`src/rtl/bit_reorder_pkg.sv`:
```
// Shared types and elaboration helpers for the bit_reorder_stream block.
// Reorder mode encoding and width legality rule used by the datapath and FIFO.
package bit_reorder_pkg;

  typedef enum logic [1:0] {
    MODE_PASS           = 2'b00,
    MODE_BITREV         = 2'b01,
    MODE_BYTEREV        = 2'b10,
    MODE_BITREV_IN_BYTE = 2'b11
  } mode_e;

  localparam int BYTE_W     = 8;
  localparam int FIFO_DEPTH = 2;

  function automatic bit width_ok(input int w);
    return (w >= BYTE_W) && ((w % BYTE_W) == 0);
  endfunction

endpackage

```
`src/rtl/bit_reorder_xform.sv`:
```
// Combinational word reorder: pass, full bit reverse, byte reverse,
// or bit reverse inside each byte, selected by mode.
module bit_reorder_xform
  import bit_reorder_pkg::*;
#(
  parameter int WIDTH = 32
) (
  input  logic [WIDTH-1:0] data,
  input  mode_e            mode,
  output logic [WIDTH-1:0] result
);

  localparam int NBYTES = WIDTH / BYTE_W;

  logic [WIDTH-1:0] bitrev;
  logic [WIDTH-1:0] byterev;
  logic [WIDTH-1:0] inbyte;

  always_comb begin
    bitrev  = '0;
    byterev = '0;
    inbyte  = '0;
    for (int i = 0; i < WIDTH; i++) begin
      bitrev[WIDTH-1-i] = data[i];
    end
    for (int k = 0; k < NBYTES; k++) begin
      byterev[k*BYTE_W +: BYTE_W] = data[(NBYTES-1-k)*BYTE_W +: BYTE_W];
      for (int j = 0; j < BYTE_W; j++) begin
        inbyte[k*BYTE_W + BYTE_W-1-j] = data[k*BYTE_W + j];
      end
    end
  end

  always_comb begin
    case (mode)
      MODE_PASS:           result = data;
      MODE_BITREV:         result = bitrev;
      MODE_BYTEREV:        result = byterev;
      MODE_BITREV_IN_BYTE: result = inbyte;
      default:             result = data;
    endcase
  end

endmodule

```
`src/rtl/bit_reorder_stream.sv`:
```
// Streaming word reorder with a 2-entry output FIFO and a completed-transfer
// counter; in_ready depends only on registered occupancy.
module bit_reorder_stream
  import bit_reorder_pkg::*;
#(
  parameter int WIDTH = 32,
  parameter int CNT_W = 16
) (
  input  logic             clk,
  input  logic             rst,
  input  logic             in_valid,
  output logic             in_ready,
  input  logic [WIDTH-1:0] in_data,
  input  logic [1:0]       in_mode,
  output logic             out_valid,
  input  logic             out_ready,
  output logic [WIDTH-1:0] out_data,
  output logic [1:0]       out_mode,
  output logic [CNT_W-1:0] xfer_count
);

  if (!width_ok(WIDTH)) begin : g_width_chk
    $fatal(1, "bit_reorder_stream: WIDTH must be a multiple of 8 and >= 8");
  end

  logic [WIDTH-1:0] xf_data;

  logic [WIDTH-1:0] data_q [FIFO_DEPTH];
  logic [WIDTH-1:0] data_d [FIFO_DEPTH];
  mode_e            mode_q [FIFO_DEPTH];
  mode_e            mode_d [FIFO_DEPTH];
  logic             wr_ptr_q, wr_ptr_d;
  logic             rd_ptr_q, rd_ptr_d;
  logic [1:0]       occ_q, occ_d;
  logic [CNT_W-1:0] cnt_q, cnt_d;
  logic             push, pop;

  bit_reorder_xform #(
    .WIDTH (WIDTH)
  ) u_xform (
    .data   (in_data),
    .mode   (mode_e'(in_mode)),
    .result (xf_data)
  );

  // A full FIFO refuses the push even when a pop happens on the same edge.
  assign in_ready  = (occ_q < 2'(FIFO_DEPTH));
  assign out_valid = (occ_q != 2'd0);
  assign push      = in_valid && in_ready;
  assign pop       = out_valid && out_ready;

  assign out_data   = data_q[rd_ptr_q];
  assign out_mode   = mode_q[rd_ptr_q];
  assign xfer_count = cnt_q;

  always_comb begin
    data_d   = data_q;
    mode_d   = mode_q;
    wr_ptr_d = wr_ptr_q;
    rd_ptr_d = rd_ptr_q;
    occ_d    = occ_q;
    cnt_d    = cnt_q;
    if (push) begin
      data_d[wr_ptr_q] = xf_data;
      mode_d[wr_ptr_q] = mode_e'(in_mode);
      wr_ptr_d         = ~wr_ptr_q;
    end
    if (pop) begin
      rd_ptr_d = ~rd_ptr_q;
      cnt_d    = cnt_q + CNT_W'(1);
    end
    case ({push, pop})
      2'b10:   occ_d = occ_q + 2'd1;
      2'b01:   occ_d = occ_q - 2'd1;
      default: occ_d = occ_q;
    endcase
  end

  always_ff @(posedge clk or posedge rst) begin
    if (rst) begin
      for (int e = 0; e < FIFO_DEPTH; e++) begin
        data_q[e] <= '0;
        mode_q[e] <= MODE_PASS;
      end
      wr_ptr_q <= 1'b0;
      rd_ptr_q <= 1'b0;
      occ_q    <= 2'd0;
      cnt_q    <= '0;
    end else begin
      data_q   <= data_d;
      mode_q   <= mode_d;
      wr_ptr_q <= wr_ptr_d;
      rd_ptr_q <= rd_ptr_d;
      occ_q    <= occ_d;
      cnt_q    <= cnt_d;
    end
  end

endmodule

```
`config.mk`:
```
export PLATFORM = sky130hd
export DESIGN_NAME = bit_reorder_stream
export DESIGN_NICKNAME = d
export VERILOG_FILES = /design/src/rtl/bit_reorder_pkg.sv /design/src/rtl/bit_reorder_xform.sv /design/src/rtl/bit_reorder_stream.sv
export SDC_FILE = /design/constraint.sdc
export NUM_CORES = 1
export LEC_CHECK = 0
export ABC_AREA = 1
export CAP_MARGIN = 20
export CELL_PAD_IN_SITES_DETAIL_PLACEMENT = 0
export CELL_PAD_IN_SITES_GLOBAL_PLACEMENT = 1
export CORE_AREA = 3 3 114 116
export DETAILED_ROUTE_END_ITERATION = 12
export DIE_AREA = 0 0 117 119
export PLACE_DENSITY = 0.92
export SLEW_MARGIN = 20
export SYNTH_ARGS = -nofsm -noshare
export SYNTH_HDL_FRONTEND = slang
export SYNTH_HIERARCHICAL = 1
export SYNTH_SLANG_ARGS = --single-unit
```
`constraint.sdc`:
```
create_clock -name clk -period 4.6 [get_ports clk]
set_clock_uncertainty 0.05 [all_clocks]
set_input_delay 0.92 -clock clk [delete_from_list [all_inputs] [get_ports clk]]
set_output_delay 0.92 -clock clk [all_outputs]
set_load 0.02 [all_outputs]
```
==> metrics.md <==
| Metric | Value |
|---|---|
| Yosys reg bits | 88 |
| Diodes inserted | 0 |
| Status | completed |
| CP max FO | 18 |
| Critical path type | reg -> out |
| Synth cell types | 25 |
| FMAX | ~300 MHz |
| Nets | about 770 |
| Leak | 2.84 nW |
| Vias in the first global route | ~4,400 |
| First-pass GRT wire length | roughly 22,000 µm |
| Placed inst area | 5750 µm² |
| Storage cell area | about 2200 µm² |
| CTS Root Cell | clkbuf_16 |
| DRT iter0 DRCs | slightly below 500 |
| Post-DRT Antenna Nets | 0 |
| Remaining DRCs | 0 |
| # setup viols final | 0 |
| TritonCTS Buffers | 9 |
| Hold Path Class | reg -> reg |
| Final cell count without fillers | between 800 and 900 |
| Final WL | about 13,000 µm |
| Die Area | 13,900 µm² |
| Placed insts | approximately 870 |
| H-tree depth | 3 |
| Vias | approximately 4,700 |
| Core area | 12,000 µm² |
| Clock-pin slew on the worst setup and hold paths | ~0.060 ns |
| CP Launch Point | rd_ptr_q |
| Sink Count | 88 |
| Worst Path Required | 3.63 ns |
| Startpoint Class | register |
| Placer Congestion | between 0.8 and 0.9 |
| Initial Util | 0.409 |
| Tot GR Track Use | 0.193 |
| Setup bufs post-CTS | 0 |
| Largest net degree at the start of global routing | slightly below 70 |
| Syn_area_per_cell | about 7.3 µm² |
| Final hold vios | 0 |
| R2R Setup Slk | 2.71 ns |
| Post-Synthesis Cells | approximately 670 |
| Clock Path Buffers | 2 |
| Setup ws final | between 1 and 1.5 ns |
| CP most frequent cell | nand2_1 |
| Drt via density | 5.30 |
| RR Endpoint | data_q[33] |
| Largest delay contributor family on the critical path | buffers and inverters |
| Util after Layout | 0.507 |
| Final critical-path required period | 3.32 ns |
| WP buf/inv | 3 |
| Critical Path Sink | out_data[3] |
| WL per Instance | approximately 15 µm |
| TritonCTS clock tree | yes |
| Worst reg2reg path startpoint | occ_q[1] |
| Post-route setup TNS | 0 ns |
| Peak supply drop | 0.245 mV |
| Final instance area | ~6100 µm² |
| Max-cap violations | 0 |
| Pre-CTS setup slack | about 1.5 ns |
| Row Count | 40 |
| Crit. End Element | output port |
| Die extent in x | roughly 120 µm |
| Slew Limit Fails | 0 |
| Slew at the pin with the worst max-slew slack | 0.690 ns |
| YS warnings | 6 |
| Post-synthesis sequential area ratio | 0.449 |
| Cells along the critical path | clkinv_1, buf_4, nand2_1, nand2_1, clkdlybuf4s50_1 |
| DP HPWL | 8850 µm |
| Cts hold-fix bufs | 0 |
| Reg2Reg Depth | 5 |
| Fill cells | about 1,200 |
| Initial antenna violation count | 0 |
| Pwr Density | 613 nW/µm² |
| Share of post-route cells with drive strength above 1 | 0.0517 |
| Worst slew margin | 0.539 |
| Max incr delay on CP | approximately 0.55 ns |
| Mapped cell area | 4910 µm² |
| Grt ovf | 0 |
| CP arrival | ~2.4 ns |
| Final period util | 0.723 |
| Initial DRT Pass Iterations | 5 |
| Area of the multi-input gates | about 2300 µm² |
| Clock Latency Late Sink | between 0.3 and 0.4 ns |
| Syn-to-layout area delta | 24.0% |
| RSZ-0062 raised after global routing | false |
| Port bufs | 89 |
| Die Ht | 119 µm |
| Resize count post-CTS | 0 |
| Syn_nets | between 700 and 800 |
| I/O pin total | 90 |
| CP max-delay cell | clkdlybuf4s50_1 |
| Cell count along the critical path | 5 |
sequential cells by signal, indices dropped and copies added, names as in the netlist:
name,count
xfer_count,16
data_q,64
occ_q,2
mode_q,4
wr_ptr_q,1
rd_ptr_q,1
kinds of logic (layout without fill, tap and decap cells):
kind of cell               after synthesis  count (layout)  share of synthesized area
DFF                                     88              88                      0.449
buffers and inverters                   95             161                     0.0935
AOI/OAI and AO/OA                       73              73                     0.0782
adders and majority gates                2               2                    0.00510
xor gates and xnor gates                12              12                     0.0214
and+or+nand+nor                        399             399                      0.353
final cells by class:
cell class	count	share of cell area
Multi-Input combinational cell	486	0.371
Clock buffer	11	0.0415
Tap cell	147	0.0302
Clock inverter	4	0.00884
Sequential cell	88	0.362
Timing Repair Buffer	96	0.156
Inverter	50	0.0310
placed cells by master, fill, tap and decap left out, types with 2 or more instances in the layout:
cell type        count
nand2_1            240
nand3_1             99
dfrtp_1             88
clkdlybuf4s50_1     87
o21ai_0             61
inv_1               45
nand4_1             34
nor2_1              16
clkbuf_16            9
xor2_1               7
buf_4                7
o21ai_1              6
xnor2_1              5
o21ai_2              5
nand3b_1             4
inv_2                3
ha_1                 2
clkinvlp_4           2
clkbuf_8             2
cell usage after synthesis (all sizes together):
cell,number,area share
dfrtp,88,0.45
xor2,7,0.012
o21ai,72,0.077
buf,32,0.045
ha,2,0.0051
inv,49,0.037
or2,1,0.0013
nand3,100,0.10
nor3,1,0.0010
nand3b,4,0.0061
a21oi,1,0.0010
xnor2,5,0.0089
clkbuf,13,0.010
nor2,18,0.015
nand2,241,0.18
clkinv,1,0.00076
nand4,34,0.043
worst min path at each step:
stage | start | endpoint | slack [ns] | cells after the start
floorplan | data_q[0] | data_q[0] | 0.40 | 2
global placement | data_q[7] | data_q[7] | 0.42 | 2
CTS | data_q[57] | data_q[57] | 0.43 | 2
detailed placement | data_q[60] | data_q[60] | 0.42 | 2
global route | data_q[24] | data_q[24] | 0.45 | 2
finish | data_q[60] | data_q[60] | 0.43 | 2
stage by stage:
step                      total power, W  hold WS, ns
after floorplan                  0.00228        0.403
after global placement           0.00296        0.416
after detailed placement         0.00301        0.419
after CTS                        0.00378        0.435
after global routing             0.00400        0.447
final                            0.00373        0.432
where the power goes:
part | internal [W] | switching [W]
Clock | 0.000448 | 0.000305
Combinational | 0.000702 | 0.00101
Sequential | 0.00109 | 0.000185
Total | 0.00224 | 0.00150
routing by layer:
metal / GRT usage / part of all wire
met5: 0 / 0
met4: 0.0717 / 0.020
met3: 0.0279 / 0.042
met2: 0.293 / 0.46
met1: 0.279 / 0.48
worst reg2reg max path, stage by stage (launching register included):
cell and delay (ns):
dfrtp_1 0.38, inv_2 0.08, nand2_2 0.08, or2_2 0.56, buf_4 0.45, o21ai_0 0.16
Power figures use the tool's default switching activity.
